File: src/rtl/display_sequencer.sv
// rtl/display_sequencer.sv - binary/hex to multiplexed 8-digit display sequencer
//
// Purpose: watches value_in/hex_mode, converts a changed value to decimal
// (double-dabble) or hex digits, commits them to eight display digit
// registers, and scans those digits one at a time onto an active-low
// anode bus.
//
// Ports:
//   clk           system clock, rising edge
//   reset         asynchronous, active-low reset
//   value_in      16-bit binary value to display
//   hex_mode      1 = hexadecimal display, 0 = decimal display
//   an            active-low digit enables, at most one bit low
//   digit_code    code of the currently enabled digit
//   busy          high while a conversion is in progress
//   update_pulse  one-cycle pulse when the digit registers are rewritten

module display_sequencer #(
    parameter int CLK_FREQ = 100_000_000,
    parameter int DIGIT_HZ = 1000
) (
    input  logic        clk,
    input  logic        reset,
    input  logic [15:0] value_in,
    input  logic        hex_mode,
    output logic [7:0]  an,
    output logic [3:0]  digit_code,
    output logic        busy,
    output logic        update_pulse
);

    localparam int DIV = CLK_FREQ / DIGIT_HZ;
    localparam int PW  = $clog2(DIV);
    localparam logic [PW-1:0] PS_LAST = PW'(DIV - 1);

    typedef enum logic [1:0] {IDLE, CONVERT, COMMIT} state_t;

    state_t          state;
    state_t          state_next;
    logic            capture;

    logic [15:0]     sh_value;
    logic            sh_mode;
    logic [19:0]     bcd;
    logic [15:0]     bin;
    logic [3:0]      step;
    logic [19:0]     bcd_adj;
    logic [35:0]     dabble_shift;

    logic [7:0][3:0] digits;
    logic            disp_hex;

    logic [PW-1:0]   psc;
    logic [2:0]      idx;
    logic [7:0]      tail_nz;
    logic            blank;

    // FSM state register
    always_ff @(posedge clk or negedge reset) begin
        if (!reset) begin
            state <= IDLE;
        end else begin
            state <= state_next;
        end
    end

    // FSM next-state logic; capture marks the edge the shadows are loaded
    always_comb begin
        state_next = state;
        capture    = 1'b0;
        case (state)
            IDLE: begin
                if (value_in != sh_value || hex_mode != sh_mode) begin
                    capture    = 1'b1;
                    state_next = hex_mode ? COMMIT : CONVERT;
                end
            end
            CONVERT: begin
                if (step == 4'd15) begin
                    state_next = COMMIT;
                end
            end
            COMMIT: begin
                state_next = IDLE;
            end
            default: begin
                state_next = IDLE;
            end
        endcase
    end

    // Double-dabble correction: any BCD nibble >= 5 gets +3 before the shift
    always_comb begin
        bcd_adj = bcd;
        for (int i = 0; i < 5; i++) begin
            if (bcd[4*i +: 4] >= 4'd5) begin
                bcd_adj[4*i +: 4] = bcd[4*i +: 4] + 4'd3;
            end
        end
    end

    assign dabble_shift = {bcd_adj, bin} << 1;

    // Conversion datapath and digit commit
    always_ff @(posedge clk or negedge reset) begin
        if (!reset) begin
            sh_value     <= '0;
            sh_mode      <= 1'b0;
            bcd          <= '0;
            bin          <= '0;
            step         <= '0;
            digits       <= '0;
            disp_hex     <= 1'b0;
            update_pulse <= 1'b0;
        end else begin
            update_pulse <= 1'b0;
            case (state)
                IDLE: begin
                    if (capture) begin
                        sh_value <= value_in;
                        sh_mode  <= hex_mode;
                        bin      <= value_in;
                        bcd      <= '0;
                        step     <= '0;
                    end
                end
                CONVERT: begin
                    bcd  <= dabble_shift[35:16];
                    bin  <= dabble_shift[15:0];
                    step <= step + 4'd1;
                end
                COMMIT: begin
                    update_pulse <= 1'b1;
                    disp_hex     <= sh_mode;
                    if (sh_mode) begin
                        digits <= {16'h0000, sh_value};
                    end else begin
                        digits <= {12'h000, bcd};
                    end
                end
                default: begin
                end
            endcase
        end
    end

    assign busy = (state != IDLE);

    // tail_nz[i] is set when any committed digit from i up to 7 is nonzero,
    // which is exactly the leading-zero test for decimal blanking
    always_comb begin
        tail_nz    = '0;
        tail_nz[7] = |digits[7];
        for (int i = 6; i >= 0; i--) begin
            tail_nz[i] = tail_nz[i+1] | (|digits[i]);
        end
        if (disp_hex) begin
            blank = idx[2];
        end else begin
            blank = (idx != 3'd0) && !tail_nz[idx];
        end
    end

    // Free-running scan; never disturbed by conversions
    always_ff @(posedge clk or negedge reset) begin
        if (!reset) begin
            psc        <= '0;
            idx        <= '0;
            an         <= 8'hFE;
            digit_code <= '0;
        end else begin
            if (psc == PS_LAST) begin
                psc <= '0;
                idx <= idx + 3'd1;
            end else begin
                psc <= psc + 1'b1;
            end
            if (blank) begin
                an         <= 8'hFF;
                digit_code <= '0;
            end else begin
                an         <= ~(8'd1 << idx);
                digit_code <= digits[idx];
            end
        end
    end

endmodule

File: config.mk
export PLATFORM = sky130hd
export DESIGN_NAME = display_sequencer
export DESIGN_NICKNAME = d
export VERILOG_FILES = /design/src/rtl/display_sequencer.sv
export SDC_FILE = /design/constraint.sdc
export NUM_CORES = 1
export LEC_CHECK = 0
export ABC_AREA = 0
export CORE_ASPECT_RATIO = 0.75
export CORE_MARGIN = 1
export CORE_UTILIZATION = 50
export DETAILED_ROUTE_END_ITERATION = 12
export GPL_TIMING_DRIVEN = 0
export PLACE_DENSITY = 0.75
export SLEW_MARGIN = 30
export SYNTH_ARGS = -nofsm -noshare
export SYNTH_HDL_FRONTEND = slang
export SYNTH_SLANG_ARGS = --single-unit
File: constraint.sdc
create_clock -name clk -period 2.6 [get_ports clk]
set_input_delay 0.52 -clock clk [delete_from_list [all_inputs] [get_ports clk]]
set_output_delay 0.52 -clock clk [all_outputs]
set_load 0.005 [all_outputs]
======== Yosys cells after proc, flatten, opt, wreduce, memory -nomap -nowiden ========
Index checks and enable logic that the tools add are counted.
W data, S select, Z words.
word-level totals
  word-level logic and storage cells ...... 97
  output and inout bits ................... 14
  bits of input ports ..................... 19
  flip-flop bits (word level) ............. 125
operators by class
  magnitude comparators ................... 6
  reductions and logical operators ........ 18
  muxes and demuxes ....................... 27
  bitwise operators ....................... 8
  eq/ne operators ......................... 9
  add/subtract/negate cells ............... 8
  shift operators ......................... 1
operators by type and width
  operator                 number
  $mux W20                 2
  $pmux W20 S2             1
  $pmux W16 S2             1
  $reduce_or A4 Y1         8
  $mux W4                  7
  $ge A4 B3 Y1 const B     5
  $add A17 B1 Y17 const B  1
  $eq A17 B17 Y1 const B   1
  $mux W17                 1
  $add A4 B2 Y4 const B    4
  $mux W16                 1
  $ne A16 B16 Y1           1
  $bmux W4 S3              1
  $mux W8                  1
  $not A8 Y8               1
  $pmux W4 S2              1
  $shl A1 B3 Y8 const A    1
  $or A1 B1 Y1             7
  $mux W2                  3
  $ne A2 B2 Y1 const B     3
  $reduce_and A2 Y1        3
  $mux W1                  5
  $add A4 B1 Y4 const B    1
  $eq A4 B4 Y1 const B     1
  15 further kinds         16

======== Logic depth before layout (Yosys ltp) ========
  depth after elaboration ................. 14
  gate-level depth with buffers ........... 8
  mapped depth without buffers ............ 7

======== Least setup slack after synthesis ========
Ideal clock, no wire load.
  path kind ............................... in2reg
  from .................................... input port value_in[13]
  to ...................................... register sh_value[10]
  data required time ...................... 2.475 ns
  stages .................................. 6
  slack ................................... 0.557 ns
  setup time .............................. 0.125 ns
  path buffers ............................ 1
  arrival time ............................ 1.918 ns
  path through ............................ xor2_1 -> nor4_2 -> nand4_2 -> o21ai_1 -> buf_4 -> mux2_2
between the ends
  longest elaborated chain between the ends .. 5
RTL lines
  what                         line  text
  start, declared              24    input logic [15:0] value_in,
  $ne A16 B16 Y1               73    if (value_in != sh_value || hex_mode != sh_mode) begin
  $logic_or A1 B1 Y1           73
  $mux W1                      73
  $mux W1                      71    case (state)
  $reduce_and A2 Y1 (no line)  -
  end signal, assigned         120   sh_value <= value_in;
  end, declared                42    logic [15:0] sh_value;
No other way between the ends.
A chain may end at the register's enable or synchronous reset.

======== Final worst setup path ========
  from .................................... input port hex_mode
  to ...................................... register bcd[14]
between the ends
  longest elaborated chain between the ends .. 6
RTL lines
  what                         line  text
  start, declared              25    input logic hex_mode,
  $ne A1 B1 Y1                 73
  $logic_or A1 B1 Y1           73
  $mux W1                      73
  $mux W1                      71
  $ne A2 B2 Y1 (no line)       -
  $reduce_and A2 Y1 (no line)  -
  end signal, assigned         128   bcd <= dabble_shift[35:16];
  end, declared                44    logic [19:0] bcd;
No other way between the ends.

==> impl_metrics.env <==
export IMPL_drc=11
export IMPL_io_pins=33
export IMPL_start_kind="input port"
export IMPL_crit_required_ns=2.94
export IMPL_numCtsBuffers=17
export IMPL_power_mw=7.664
export IMPL_final_setup_viol_count=0
export IMPL_layout_drive_gt1_share_pct=13.27
export IMPL_fp_coreArea_um2=10980
export IMPL_intPower_mw=5.184
export IMPL_cp_end_kind="flop"
export IMPL_die_y_um=94.21
export IMPL_die_area_um2=11770
export IMPL_grt_ovfl_total=0
export IMPL_slew_headroom_pct=46.56
export IMPL_clkTransAtPathRegs_ns=0.06
export IMPL_yosys_top_cells_count="dfrtp_1 (106), nand2_1 (52), o21ai_0 (31), nor2_1 (25), mux2i_1 (24)"
export IMPL_grt_pass1_wl_um=22610
export IMPL_avgSynthCellArea_um2=10.92
export IMPL_max_cap_violations=0
export IMPL_setup_tns_ns=0
export IMPL_violations="design-rule violations"
export IMPL_initial_core_util_pct=51.61
export IMPL_switchingPower_mw=2.479
export IMPL_whs_path_depth=1
export IMPL_cts_sinks=113
export IMPL_ys_seq_area_share_pct=50.04
export IMPL_drtPass1Iterations=9
export IMPL_netSwitchingFraction_pct=32.35
export IMPL_fin_ws_ns=0.08501
export IMPL_syn_instance_count=519
export IMPL_port_buffers=32
export IMPL_pwr_share_seq_pct=35.0
export IMPL_netlist_area_leader_share_pct=46.80
export IMPL_antenna_found_initial=0
export IMPL_synth_ff_latch_count=113
export IMPL_p_leak_nw=3.066
export IMPL_vdd_drop_max_mv=0.5855
export IMPL_fmax_mhz=397.6
export IMPL_outcome="finished with violations"
export IMPL_cts_root_buf="clkbuf_16"
export IMPL_synthArstFlopShare_pct=100.0
export IMPL_worstSetupPathType="input port to flop"
export IMPL_die_x_um=124.9
export IMPL_clockBufferDepth=2
export IMPL_grt_max_degree=75
export IMPL_syn_to_final_growth_pct=22.36
export IMPL_rrSetupSlack_ns=0.26
export IMPL_power_frac_clock_pct=36.2
export IMPL_hold_class="flop to flop"
export IMPL_tightest_slew_ns=0.8015
export IMPL_synth_area_leaders="dfrtp_1 (47%), mux2i_1 (4.2%), ha_1 (4.0%)"
export IMPL_yosysMostFrequentCell="dfrtp_1"
export IMPL_hpwlAfterDp_um=9930
export IMPL_finalClockSkew_ns=0.008910
export IMPL_syn_nets=556
export IMPL_synth_area_um2=5668
export IMPL_arrival_ns=2.85
export IMPL_synth_ff_type="dfrtp_1"
export IMPL_nNetsFinal=612
export IMPL_synth_edf_count=0
export IMPL_min_from="psc[0]"
export IMPL_detail_route_antenna_nets=0
export IMPL_dp_slack_ns=-0.2845
export IMPL_first_global_vias=4232
export IMPL_antenna_cells=0
export IMPL_via_per_inst=5.985
export IMPL_min_period_ns=2.515
export IMPL_detailroute_via_count=4357
export IMPL_fin_crit_sh_pct=96.73
export IMPL_cp_max_fo=8
export IMPL_synth_top_area_cell="dfrtp_1"
export IMPL_yosysWarnings=0
export IMPL_routedWlPerCell_um=19.57
export IMPL_h_tree_depth=4
export IMPL_slew_violations=0
export IMPL_p_comb_share_pct=28.8
export IMPL_fp_row_count=33
export IMPL_finalHoldViolations=0
export IMPL_drt_iter0_markers=418
export IMPL_place_gp_congestion=0.8569
export IMPL_rr_startpoint="sh_value[13]"
export IMPL_cts_tree="built"
export IMPL_worstSetupStartpoint="hex_mode"
export IMPL_ys_types=49
export IMPL_clock_latency_ns=0.41
export IMPL_grt_use_total_pct=25.74
export IMPL_worstRegToRegCells=6
export IMPL_routed_wl_um=14250
export IMPL_r2r_end="bcd[14]"
export IMPL_whs_endpoint="psc[0]"
export IMPL_pwr_density_cell_nw_per_um2=1105
## cell families after synthesis
group	Yosys count	synth area share [%]
compound gates	112	14.06
flops	113	50.04
fa+ha+maj	18	3.974
buf+inv	42	3.179
simple gates	152	13.86
xor+xnor	38	5.872
mux	44	9.007
## critical path: stages
cell,delay [ns]
clkdlybuf4s50_1,0.53
xor2_1,0.22
nor4_2,0.38
nand4_2,0.26
buf_4,0.22
o31ai_4,0.46
a22o_1,0.25
## power groups by stage
stage	Combinational, mW	Sequential [mW]	Clock (mW)
global route	2.39	2.72	2.88
detailed placement	2.15	2.67	0
global placement	2.07	2.64	0
floorplan	1.56	2.52	0
finish	2.21	2.68	2.78
CTS	2.18	2.66	2.79
## timing repair
| item | 4_1_cts | 5_1_grt |
|---|---|---|
| gates resized for setup | 0 | 1 |
| hold endpoints to repair | 32 | 0 |
| hold buffers | 1 | 0 |
| setup buffers | 0 | 3 |
| endpoints found under the setup margin | 0 | 9 |
## cell type report
type	instances	area [um^2]
Sequential cell	113	2836
Fill cell	846	4048
Inverter	18	67.56
Tap cell	140	175.2
Buffer	24	112.6
Clock buffer	22	474.2
Clock inverter	10	227.7
Timing Repair Buffer	37	385.4
Multi-Input combinational cell	364	2656
## cell usage in the layout (no fill, tap or decap), types with 3 or more instances in the layout
cell type and n:
nand2_1 52, nor4_1 4, dfrtp_1 106, a21o_1 5, o22ai_1 9, buf_4 5
a221o_1 12, nor4_2 3, clkbuf_1 17, mux2i_1 24, nor2b_1 17, nand3_1 10
and3_1 3, xor2_1 21, nor3b_1 7, clkdlybuf4s50_1 31, a21oi_1 10, buf_2 5
nor3_1 6, xnor2_1 17, mux4_2 4, clkbuf_8 3, mux2_2 15, dfstp_2 7
a22oi_1 7, a31oi_1 7, nand4_1 8, nor2_1 25, a22o_1 19, o211ai_1 4
bufinv_16 7, o21ai_0 31, ha_1 18, and4_1 3, nand2b_1 5, clkbuf_16 17
inv_1 16, or4_1 4
## worst max path at each step
stage,cells past startpoint,endpoint,slack (ns)
CTS,6,bcd[3],0.10
detailed placement,7,sh_value[2],-0.28
finish,7,bcd[14],0.09
floorplan,6,sh_value[10],0.56
global route,3,busy,-0.002
global placement,1,bin[9],-3.21
## sequential cells by signal, indices dropped and copies added, names as in the netlist, 2 cells and up
register,cells
an,8
sh_value,16
state,2
step,4
digit_code,4
psc,17
bin,16
idx,3
digits,20
bcd,20
## per-layer routing
layer | part of all wire [%] | vias up | GRT usage (%)
li1 | - | 1991 | -
met1 | 48 | 2211 | 36.38
met2 | 44 | 137 | 38.34
met3 | 6.8 | 18 | 8.200
met4 | 1.1 | 0 | 6.402
met5 | 0 | - | 0
## per-stage QoR
| step | instance area, um^2 | utilization [%] | hold WS [ns] | instances |
|---|---|---|---|---|
| final | 6935 | 63.15 | 0.4957 | 728 |
| after global routing | 6935 | 63.15 | 0.5191 | 728 |
| after CTS | 6908 | 62.90 | 0.4934 | 725 |
| after detailed placement | 6196 | 56.41 | 0.4203 | 692 |
| after global placement | 6163 | 56.12 | 0.4794 | 691 |
| after floorplan | 5668 | - | 0.2244 | 519 |
Power figures use the tool's default switching activity.
